## config.mk

```make
export PLATFORM = sky130hd
export DESIGN_NAME = prog_loader
export DESIGN_NICKNAME = d
export VERILOG_FILES = /design/src/rtl/prog_loader_pkg.sv /design/src/rtl/prog_loader_xor_csum.sv /design/src/rtl/prog_loader.sv
export SDC_FILE = /design/constraint.sdc
export NUM_CORES = 1
export LEC_CHECK = 0
export BUFFER_PORTS_ARGS = -buffer_cell sky130_fd_sc_hd__buf_2
export CAP_MARGIN = 20
export CELL_PAD_IN_SITES_DETAIL_PLACEMENT = 1
export CELL_PAD_IN_SITES_GLOBAL_PLACEMENT = 1
export CORE_MARGIN = 2
export CORE_UTILIZATION = 45
export DETAILED_ROUTE_END_ITERATION = 16
export GPL_ROUTABILITY_DRIVEN = 0
export GPL_TIMING_DRIVEN = 1
export PLACE_DENSITY = 0.81
export SYNTH_ARGS = -nofsm -noshare
export SYNTH_HDL_FRONTEND = slang
export SYNTH_SLANG_ARGS = --single-unit
```

## constraint.sdc

```tcl
create_clock -name clock -period 3.4 [get_ports clock]
set_clock_uncertainty 0.05 [all_clocks]
set_input_delay 0.17 -clock clock [delete_from_list [all_inputs] [get_ports clock]]
set_output_delay 0.17 -clock clock [all_outputs]
set_load 0.01 [all_outputs]
```

## src/rtl/prog_loader_pkg.sv

```systemverilog
// Shared definitions for the boot-time program loader and its benches.
package prog_loader_pkg;

  // Loader state encoding
  localparam logic [3:0] ST_IDLE    = 4'd0;
  localparam logic [3:0] ST_LEN_HI  = 4'd1;
  localparam logic [3:0] ST_LEN_LO  = 4'd2;
  localparam logic [3:0] ST_DATA_HI = 4'd3;
  localparam logic [3:0] ST_DATA_LO = 4'd4;
  localparam logic [3:0] ST_WRITE   = 4'd5;
  localparam logic [3:0] ST_CSUM    = 4'd6;
  localparam logic [3:0] ST_RUN     = 4'd7;
  localparam logic [3:0] ST_ERR     = 4'd8;

  typedef enum logic [3:0] {
    IDLE    = ST_IDLE,
    LEN_HI  = ST_LEN_HI,
    LEN_LO  = ST_LEN_LO,
    DATA_HI = ST_DATA_HI,
    DATA_LO = ST_DATA_LO,
    WRITE   = ST_WRITE,
    CSUM    = ST_CSUM,
    RUN     = ST_RUN,
    ERR     = ST_ERR
  } state_t;

  // Image words are sent high byte first
  localparam int BYTES_PER_WORD = 2;

  // CPU opcode constants reused by benches to build images
  localparam logic [2:0] OP_END = 3'b111;

endpackage

```

## src/rtl/prog_loader_xor_csum.sv

```systemverilog
// 8-bit running XOR checksum with synchronous clear and enable.
module xor_csum (
  input  logic       clock,
  input  logic       reset,
  input  logic       clr,
  input  logic       en,
  input  logic [7:0] din,
  output logic [7:0] csum
);

  // Accumulate each enabled byte; clear wins over enable
  always_ff @(posedge clock or posedge reset) begin
    if (reset)    csum <= 8'h00;
    else if (clr) csum <= 8'h00;
    else if (en)  csum <= csum ^ din;
  end

endmodule

```

## src/rtl/prog_loader.sv

```systemverilog
// Boot loader: holds the CPU in reset, streams an image into memory, checks the
// XOR checksum and releases the CPU only on a good image.
module prog_loader
  import prog_loader_pkg::*;
#(
  parameter int ADDR_WIDTH = 8,
  parameter int DATA_WIDTH = 16,
  parameter int MAX_WORDS  = 256
) (
  input  logic                  clock,
  input  logic                  reset,
  input  logic                  start,
  input  logic                  rx_valid,
  input  logic [7:0]            rx_data,
  output logic                  rx_ready,
  output logic                  mem_we,
  output logic [ADDR_WIDTH-1:0] mem_addr,
  output logic [DATA_WIDTH-1:0] mem_wdata,
  output logic                  cpu_reset,
  output logic                  done,
  output logic                  error,
  output logic [15:0]           word_count
);

  state_t      state, state_nx;
  logic        accept, start_ok, csum_en;
  logic [7:0]  len_hi, hi_byte, csum;
  logic [15:0] len, len_rx;

  assign accept   = rx_valid & rx_ready;
  // start only matters outside an active load
  assign start_ok = start && (state == IDLE || state == RUN || state == ERR);
  // The received CSUM byte itself is never folded into the sum
  assign csum_en  = accept && (state != CSUM);
  assign len_rx   = {len_hi, rx_data};

  xor_csum u_csum (
    .clock (clock),
    .reset (reset),
    .clr   (start_ok),
    .en    (csum_en),
    .din   (rx_data),
    .csum  (csum)
  );

  // State register
  always_ff @(posedge clock or posedge reset) begin
    if (reset) state <= IDLE;
    else       state <= state_nx;
  end

  // Next state and state-decoded outputs
  always_comb begin
    state_nx  = state;
    rx_ready  = 1'b0;
    mem_we    = 1'b0;
    cpu_reset = 1'b1;
    done      = 1'b0;
    error     = 1'b0;
    case (state)
      IDLE: if (start) state_nx = LEN_HI;
      LEN_HI: begin
        rx_ready = 1'b1;
        if (rx_valid) state_nx = LEN_LO;
      end
      LEN_LO: begin
        rx_ready = 1'b1;
        if (rx_valid) begin
          if (len_rx == 16'd0)                 state_nx = CSUM;
          else if (len_rx > 16'(MAX_WORDS))    state_nx = ERR;
          else                                 state_nx = DATA_HI;
        end
      end
      DATA_HI: begin
        rx_ready = 1'b1;
        if (rx_valid) state_nx = DATA_LO;
      end
      DATA_LO: begin
        rx_ready = 1'b1;
        if (rx_valid) state_nx = WRITE;
      end
      WRITE: begin
        mem_we = 1'b1;
        if (word_count + 16'd1 == len) state_nx = CSUM;
        else                           state_nx = DATA_HI;
      end
      CSUM: begin
        rx_ready = 1'b1;
        if (rx_valid) state_nx = (rx_data == csum) ? RUN : ERR;
      end
      RUN: begin
        // A restart re-holds the CPU in the very cycle start is seen
        cpu_reset = start;
        done      = 1'b1;
        if (start) state_nx = LEN_HI;
      end
      ERR: begin
        error = 1'b1;
        if (start) state_nx = LEN_HI;
      end
      default: state_nx = IDLE;
    endcase
  end

  // Length capture and word assembly from the byte stream
  always_ff @(posedge clock or posedge reset) begin
    if (reset) begin
      len_hi    <= 8'h00;
      len       <= 16'h0000;
      hi_byte   <= 8'h00;
      mem_wdata <= '0;
    end else begin
      if (start_ok) len <= 16'h0000;
      if (accept) begin
        case (state)
          LEN_HI:  len_hi    <= rx_data;
          LEN_LO:  len       <= len_rx;
          DATA_HI: hi_byte   <= rx_data;
          DATA_LO: mem_wdata <= DATA_WIDTH'({hi_byte, rx_data});
          default: ;
        endcase
      end
    end
  end

  // Address and word counters advance once per committed write
  always_ff @(posedge clock or posedge reset) begin
    if (reset) begin
      mem_addr   <= '0;
      word_count <= 16'h0000;
    end else if (start_ok) begin
      mem_addr   <= '0;
      word_count <= 16'h0000;
    end else if (state == WRITE) begin
      mem_addr   <= mem_addr + ADDR_WIDTH'(1);
      word_count <= word_count + 16'd1;
    end
  end

endmodule

```

==> impl_metrics.py <==
metrics = {
    "run_status": {
        "status": "complete, no violations",
    },
    "worst_setup_path": {
        "critPathRequiredTime_ns": 3.59,
        "worstPathArrival_ns": 2.87,
        "path_class": "reg2reg",
        "critPathCaptureType": "flop",
        "startpoint_type": "flop",
        "crit_fanout": 9,
    },
    "power": {
        "cellPowerDensity_nw_per_um2": 741,
        "ir_worst_vdd_mv": 0.344,
        "leakagePower_nw": 2.34,
    },
    "cts": {
        "clkSinkCount": 84,
        "cts_setup_buffers": 0,
        "htreeDepth": 3,
        "cts_root_buf": "clkbuf_8",
        "clkTransAtPathRegs_ns": 0.08,
        "clk_path_buf_depth": 2,
        "clock_insertion_delay_worst_skew_ns": 0.36,
        "cts.repair.resized": 0,
        "cts_buffers": 9,
        "cts_tree": "built",
    },
    "synth": {
        "ys_seq_area_share_pct": 48.1,
        "synth_edf_count": 0,
        "synth_flop_cell": "dfrtp_1",
        "ys_ff_latch": 84,
        "syn_area_um2": 4370,
        "postSynthCellCount": 451,
        "synth_common_cells": "dfrtp_1, nand2_1, o21ai_0",
        "synth_area_leaders": "dfrtp_1, mux2_2, nand2_1",
        "synth_top_cell_area_share_pct": 48.1,
        "yosysMostFrequentCell": "dfrtp_1",
        "avgSynthCellArea_um2": 9.70,
        "synth_fp_nets": 465,
        "synth_warnings": 0,
        "yosys.area.top_type": "dfrtp_1",
        "ys_types": 52,
        "async_flop_share_pct": 100,
    },
    "global_route": {
        "overflow": 0,
        "grt_pass1_vias": 3645,
        "antenna_found_initial": 0,
        "grt_pass1_wl_um": 18900,
        "grtUsageTotal_pct": 23.3,
        "grt_max_degree": 44,
    },
    "route": {
        "drc_errors": 0,
        "vias": 3562,
        "viasPerCell": 5.67,
        "initialDrtViolationCount": 186,
        "antenna_left": 0,
        "wl_um": 11300,
        "drtPass1Iterations": 4,
        "wl_per_cell_um": 18.0,
    },
    "final_layout": {
        "syn2layout_area_growth_pct": 12.8,
        "nets": 508,
        "drive_above_1_share_pct": 23.8,
        "diodes": 0,
        "final_cells": 628,
    },
    "timing": {
        "fin_crit_sh_pct": 78.9,
        "slew_headroom_pct": 43.3,
        "tightest_slew_ns": 0.848,
        "period_needed_ns": 2.68,
        "tns_ns": 0,
        "fmax_mhz": 373,
        "rsz0062_at_grt": "no",
        "maxSlewViolCount": 0,
        "setup_slack_ns": 0.718,
        "setup_violations": 0,
        "hold_viol": 0,
    },
    "die": {
        "dieWidth_um": 103,
        "start_util_pct": 46.9,
        "core.rowCount": 35,
        "io_pins": 57,
        "dieArea_um2": 10500,
        "dieHeight_um": 103,
        "core_area_um2": 9330,
    },
    "min_path": {
        "hp-class": "in2reg",
    },
    "job": {
        "drv_cap": 0,
    },
    "placement": {
        "place_inst": 611,
        "portBuffers": 56,
        "dp_hpwl_um": 8040,
        "place_ws_ns": 0.694,
    },
}
[per-stage QoR]
stage | power [mW] | hold WS, ns | cell area [µm²] | utilization (%)
3_5_place_dp | 2.96 | 0.273 | 4730 | 50.7
6_report | 3.66 | 0.0706 | 4930 | 52.9
2_1_floorplan | 2.52 | 0.272 | 4370 | -
3_3_place_gp | 2.87 | 0.258 | 4730 | 50.7
5_1_grt | 3.94 | 0.0709 | 4930 | 52.9
4_1_cts | 3.70 | 0.0590 | 4930 | 52.9
[power by group]
group / leakage [nW] / switching [mW] / total [mW] / internal [mW]
sequential: 1.11 / 0.311 / 1.63 / 1.32
clock: 0.0927 / 0.368 / 0.708 / 0.340
combinational: 1.13 / 0.724 / 1.32 / 0.593
[what timing repair did]
| item | CTS | global route |
|---|---|---|
| hold buffers | 1 | 0 |
| setup endpoints to repair | 0 | 0 |
| endpoints found under the hold margin | 41 | 0 |
[layout by cell type (no fill, tap or decap), drive strengths merged, types with 10 or more instances in the layout]
cell    netlist  final
a21oi        11     11
buf           5     62
clkbuf       26     10
dfrtp        84     84
mux2         31     31
nand2        73     73
nand3        30     30
nand4        11     11
nor2         17     17
o21ai        41     41
xnor2        22     22
xor2         13     13
[sequential cells by signal (all words and copies together), names as in the netlist]
register / flops
len: 16
mem_wdata: 16
word_count: 16
hi_byte: 8
len_hi: 8
mem_addr: 8
u_csum.csum: 8
state: 4
[worst paths after layout]
| kind | startpoint | end | slack (ns) | depth (start not counted) |
|---|---|---|---|---|
| setup / recovery | word_count[2] | state[0] | 0.72 | 6 |
| hold / removal | rx_data[0] | len[0] | 0.07 | 3 |
| setup reg to reg | word_count[2] | state[0] | 0.72 | 6 |
| hold reg to reg | hi_byte[3] | mem_wdata[11] | 0.46 | 1 |
| max in group asynchronous | reset | mem_addr[1] | 2.11 | 4 |
| min in group asynchronous | reset | mem_wdata[6] | 0.42 | 3 |
[per-layer routing]
metal  track usage, %  routed length, µm  up-vias
met3             4.14                516       13
met1             30.8               5000     1804
li1                 -                  -     1665
met2             39.6               5650       80
met4             6.56                131        0
met5                0                  0        -
[cells by family after synthesis]
logic type      count (synthesis)  share of synthesized area, %
buf+inv                        38                          3.75
fa+ha+maj                       2                         0.572
xor+xnor                       36                          7.55
flops                          84                          48.1
mux                            32                          8.21
simple gates                  184                          21.6
compound gates                 75                          10.3
[critical path, stage by stage (launching register included)]
cell and delay [ns]:
dfrtp_1 0.48, and4_1 0.45, nand4_4 0.21, or3_1 0.43, a2111oi_2 0.40, nand4_1 0.21
a221o_1 0.33
[area by class of cell]
class                   count  area [µm²]
fillers                  1096        4400
multi-input cells         329        2110
flip-flops and latches     84        2100
repair buffers             63         335
well taps                 129         161
clock buffers              10         128
clock inverters             6        63.8
inverters                   7        27.5
Note: power is estimated with default switching activity, not from simulation.
